==> src/rtl/muldiv_sequencer.sv <==
// Iterative RV32M multiply/divide unit: stalls the core while computing,
// then pulses o_done for one cycle so writeback can take o_result.
module muldiv_sequencer #(
    parameter int XLEN = 32
) (
    input  logic            i_clk,
    input  logic            i_rst_n,
    input  logic            i_start,
    input  logic [2:0]      i_funct3,
    input  logic [XLEN-1:0] i_rs1_data,
    input  logic [XLEN-1:0] i_rs2_data,
    input  logic            i_flush,
    output logic            o_stall,
    output logic            o_busy,
    output logic            o_done,
    output logic [XLEN-1:0] o_result
);

    localparam int CW = $clog2(XLEN) + 1;
    localparam logic [1:0] S_IDLE   = 2'd0;
    localparam logic [1:0] S_CALC   = 2'd1;
    localparam logic [1:0] S_FINISH = 2'd2;
    localparam logic [1:0] S_DONE   = 2'd3;
    localparam logic [XLEN-1:0] MIN_NEG = {1'b1, {(XLEN-1){1'b0}}};

    logic [1:0]        state;
    logic [2:0]        f3;
    logic [XLEN-1:0]   b_mag;
    logic [2*XLEN-1:0] acc;
    logic              neg;
    logic [CW-1:0]     cnt;
    logic [XLEN-1:0]   result;

    // Operand decode in the issuing cycle
    logic            signed_a, signed_b, sa, sb, neg_in;
    logic            is_div, div_zero, ovf, fast;
    logic [XLEN-1:0] a_abs, b_abs, fast_res;

    always_comb begin
        is_div   = i_funct3[2];
        signed_b = (i_funct3[2:1] == 2'b00) | (i_funct3[2] & ~i_funct3[0]);
        signed_a = signed_b | (i_funct3 == 3'b010);
        sa       = signed_a & i_rs1_data[XLEN-1];
        sb       = signed_b & i_rs2_data[XLEN-1];
        a_abs    = sa ? -i_rs1_data : i_rs1_data;
        b_abs    = sb ? -i_rs2_data : i_rs2_data;
        // Remainder takes the dividend's sign; everything else the xor
        neg_in   = (is_div & i_funct3[1]) ? sa : (sa ^ sb);
        div_zero = is_div & (i_rs2_data == '0);
        ovf      = is_div & ~i_funct3[0] & (i_rs1_data == MIN_NEG) & (i_rs2_data == '1);
        fast     = div_zero | ovf;
        if (div_zero)
            fast_res = i_funct3[1] ? i_rs1_data : '1;
        else
            fast_res = i_funct3[1] ? '0 : MIN_NEG;
    end

    // One iteration of shift-add (multiply) or restoring subtract (divide)
    logic [XLEN:0]     mul_sum, div_hi, div_diff;
    logic              div_ge;
    logic [2*XLEN-1:0] acc_next;

    always_comb begin
        mul_sum  = {1'b0, acc[2*XLEN-1:XLEN]} + (acc[0] ? {1'b0, b_mag} : '0);
        div_hi   = acc[2*XLEN-1:XLEN-1];
        div_diff = div_hi - {1'b0, b_mag};
        div_ge   = ~div_diff[XLEN];
        if (f3[2])
            acc_next = {(div_ge ? div_diff[XLEN-1:0] : div_hi[XLEN-1:0]), acc[XLEN-2:0], div_ge};
        else
            acc_next = {mul_sum, acc[XLEN-1:1]};
    end

    // Sign correction applied in FINISH
    logic [2*XLEN-1:0] prod;
    logic [XLEN-1:0]   dsel, fin_res;

    always_comb begin
        prod = neg ? -acc : acc;
        dsel = f3[1] ? acc[2*XLEN-1:XLEN] : acc[XLEN-1:0];
        if (f3[2])
            fin_res = neg ? -dsel : dsel;
        else if (f3 == 3'b000)
            fin_res = prod[XLEN-1:0];
        else
            fin_res = prod[2*XLEN-1:XLEN];
    end

    always_ff @(posedge i_clk or negedge i_rst_n) begin
        if (!i_rst_n) begin
            state  <= S_IDLE;
            f3     <= '0;
            b_mag  <= '0;
            acc    <= '0;
            neg    <= 1'b0;
            cnt    <= '0;
            result <= '0;
        end else if (i_flush) begin
            state <= S_IDLE;
        end else begin
            case (state)
                S_IDLE: if (i_start) begin
                    f3  <= i_funct3;
                    neg <= neg_in;
                    if (fast) begin
                        result <= fast_res;
                        state  <= S_DONE;
                    end else begin
                        acc   <= {{XLEN{1'b0}}, a_abs};
                        b_mag <= b_abs;
                        cnt   <= CW'(XLEN);
                        state <= S_CALC;
                    end
                end
                S_CALC: begin
                    acc <= acc_next;
                    cnt <= cnt - 1'b1;
                    if (cnt == CW'(1)) state <= S_FINISH;
                end
                S_FINISH: begin
                    result <= fin_res;
                    state  <= S_DONE;
                end
                default: state <= S_IDLE;
            endcase
        end
    end

    assign o_stall  = ((state == S_IDLE) & i_start) | (state == S_CALC) | (state == S_FINISH);
    assign o_busy   = (state != S_IDLE);
    assign o_done   = (state == S_DONE);
    assign o_result = result;

endmodule

==> config.mk <==
export PLATFORM = sky130hd
export DESIGN_NAME = muldiv_sequencer
export DESIGN_NICKNAME = d
export VERILOG_FILES = /design/src/rtl/muldiv_sequencer.sv
export SDC_FILE = /design/constraint.sdc
export NUM_CORES = 1
export LEC_CHECK = 0
export CORE_MARGIN = 5
export CORE_UTILIZATION = 44
export DETAILED_ROUTE_END_ITERATION = 7
export GPL_TIMING_DRIVEN = 0
export SLEW_MARGIN = 20
export SYNTH_ARGS = -nofsm -noshare
export SYNTH_HDL_FRONTEND = slang
export SYNTH_SLANG_ARGS = --single-unit
==> constraint.sdc <==
create_clock -name i_clk -period 5.9 [get_ports i_clk]
set_clock_uncertainty 0.15 [all_clocks]
set_input_delay 0.885 -clock i_clk [delete_from_list [all_inputs] [get_ports i_clk]]
set_output_delay 0.885 -clock i_clk [all_outputs]
set_load 0.005 [all_outputs]
==> flow_metrics.tcl <==
set metrics [dict create \
    synth_top_area_share_pct 23.0 \
    vias 16393 \
    drt_iter0_drc 1312 \
    cellPowerDensity_mw_per_mm2 588 \
    clockRootBuffer "clkbuf_16" \
    clock-sinks 140 \
    diodes 0 \
    grt.total_usage_pct 33.2 \
    netlist_instances 2027 \
    postRouteAntennaNets 0 \
    synth-simple-area-share_pct 20.2 \
    fin_cells 2622 \
    synth_nets 2175 \
    period_needed_ps 5600 \
    clkLatencyLatePin_ps 460 \
    fin_util_pct 51.2 \
    yosysWarnings 0 \
    cp.required_ps 6130 \
    drv_cap 0 \
    die_h_um 196 \
    viasPerCell 6.25 \
    synth_xor_area_share_pct 11.4 \
    power_w 0.0103 \
    antenna_found_initial 0 \
    finalWirelength_mm 64.9 \
    fmax_ghz 0.178 \
    setup_viol 0 \
    hold_violations 0 \
    dp_hpwl_mm 51.8 \
    synth_top_family_by_area "compound AO/OA/AOI/OAI gates" \
    grt-ovfl-total 0 \
    hold_class "input port to asynchronous set/reset pin" \
    fp.dieW_um 196 \
    initial_core_util_pct 44.3 \
    clkPwrFrac_pct 12.6 \
    die_area_mm2 0.0384 \
    tns_ps 0 \
    synthTopCellsByArea "dfrtp_1, xnor2_1, o21ai_0" \
    fin_nets 2302 \
    portBuffers 105 \
    cts_max_level 4 \
    comb_power_share_pct 70.0 \
    crit_arrival_ps 5840 \
    core_mm2 0.0344 \
    cts.repair.resized 1 \
    wl_per_cell_um 24.8 \
    cts_tree "yes" \
    yosysSeqAreaShare_pct 23.0 \
    dpl_worst_slack_ps -395 \
    syn_to_final_growth_pct 15.5 \
    maxSlewHeadroom_pct 26.4 \
    yosysUniqueCellTypes 84 \
    crit_fanout 10 \
    rsz0062_at_grt "no" \
    layout_setup_ws_ps 296 \
    num_rows 68 \
    synthAdderAreaFrac_pct 6.43 \
    period_share_pct 95.0 \
    p_sw_w 0.00550 \
    synth_mux_area_share_pct 5.69 \
    synth_compound_area_share_pct 27.6 \
    cts_setup_buffers 0 \
    clkSlewWorstSetupHoldPaths_ps 70 \
    clockBufferDepth 2 \
    netlist_area_mm2 0.0152 \
    fillers 3513 \
    grt_pass1_wl_mm 98.2 \
    syn-mean-instance-area_um2 7.51 \
    drc 0 \
    grt_max_degree 88 \
    multi_input_area_mm2 0.0109 \
    leakage_nw 7.21 \
    peakVddDrop_mv 0.263 \
    dp.cells 2590 \
    crit_type "flop to flop" \
    ys.flop_type "dfrtp_1" \
    switching_share_pct 53.1 \
    cts_buffers 17 \
    holdBufCountCts 0 \
    async_flop_share_pct 100 \
    dr.pass1.iters 7 \
    start_kind "flop" \
    yosys-top-cells-count "nor2_1, o21ai_0, nand2_1, a21oi_1, dfrtp_1" \
    grt_pass1_vias 16138 \
    yosys.area.top_type "dfrtp_1" \
    io_pins 106 \
    drv_slew 0 \
    tightest_slew_ps 1100 \
    pwr-share-seq_pct 17.4 \
    globalplace.congestion 0.986 \
    drive_gt1_share_pct 4.66 \
    synth_enable_flop_cells 0 \
    run_status "completed" \
    ys_ff_latch 140 \
    p_int_w 0.00485 \
    end_kind "flop" \
    regArea_mm2 0.00350 \
]
==> worst paths after layout <==
check,slack [ps],end,cells after the start,start
worst max-delay path,300,acc[63],14,acc[31]
worst min-delay path,190,o_result[6],1,i_rst_n
max in group asynchronous,4610,cnt[3],2,i_rst_n
worst min register to register,360,o_result[20],1,o_result[20]
worst max register to register,300,acc[63],14,acc[31]
min in group i_clk,360,o_result[20],1,o_result[20]
==> sequential cells by signal, summed over array words and instances, names as in the netlist <==
register,count
f3,3
b_mag,32
acc,64
state,2
neg,1
o_result,32
cnt,6
==> worst max-delay path, stage by stage, from the launching register on <==
cell and delay, ps:
dfrtp_1 320, clkbuf_1 440, inv_1 290, ha_1 310, fa_1 440, nand2b_1 190
a21oi_1 270, o21ba_2 220, o21ai_0 250, a211oi_1 740, nor3_1 130, nor2_1 860
buf_2 460, o2111ai_1 230, a31oi_1 210
==> cell families (layout without fill, tap and decap cells) <==
| family | count (synthesis) | count (layout) |
|---|---|---|
| AND/OR/NAND/NOR | 645 | 645 |
| buffers and inverters | 218 | 358 |
| XOR/XNOR | 198 | 198 |
| adder cells (fa/ha/maj) | 77 | 77 |
| AO/OA/AOI/OAI | 664 | 664 |
| flip-flops | 140 | 140 |
| multiplexers | 85 | 85 |
==> area by class of cell <==
cell class                      count  share of cell area [%]
Sequential cell                   140                    19.9
Clock buffer                       21                    2.67
Multi-Input combinational cell   1669                    61.8
Buffer                            150                    3.46
Inverter                           68                    1.45
Clock inverter                     11                    1.21
Timing Repair Buffer              108                    6.22
Tap cell                          455                    3.24
==> stage by stage <==
| stage | area (µm²) | hold slack (ps) |
|---|---|---|
| after floorplan | 15200 | 320 |
| after global placement | 16800 | 337 |
| after detailed placement | 16900 | 344 |
| after CTS | 17600 | 197 |
| after global routing | 17600 | 227 |
| final | 17600 | 187 |
==> power by group through the flow <==
| stage | registers, W | logic, W | clock network, W |
|---|---|---|---|
| finish | 0.00180 | 0.00724 | 0.00130 |
| global route | 0.00186 | 0.00787 | 0.00134 |
| CTS | 0.00179 | 0.00710 | 0.00130 |
| detailed placement | 0.00180 | 0.00707 | 0 |
| global placement | 0.00180 | 0.00703 | 0 |
| floorplan | 0.00167 | 0.00485 | 0 |
==> routing by layer <==
| metal | track usage (%) | wire length, µm |
|---|---|---|
| met1 | 42.3 | 26900 |
| met4 | 16.2 | 2970 |
| met3 | 3.68 | 4000 |
| met5 | 0 | 0 |
| met2 | 56.2 | 31100 |
==> cell usage in the layout, fill, tap and decap left out, drive strengths merged, types with 25 or more instances in the layout <==
master         synthesis  layout
clkdlybuf4s50          0     104
ha                    75      75
nand2                188     188
nor3                  45      45
o21ai                204     204
xnor2                116     116
clkbuf               121     143
nor2                 202     202
o31ai                 45      45
nand3                 37      37
buf                   29      32
a21o                  35      35
mux2i                 72      72
inv                   67      67
nand2b                27      27
a21oi                167     167
xor2                  82      82
nand4                 25      25
dfrtp                140     140
a31oi                 29      29
Note: power is estimated with default switching activity, not from simulation.
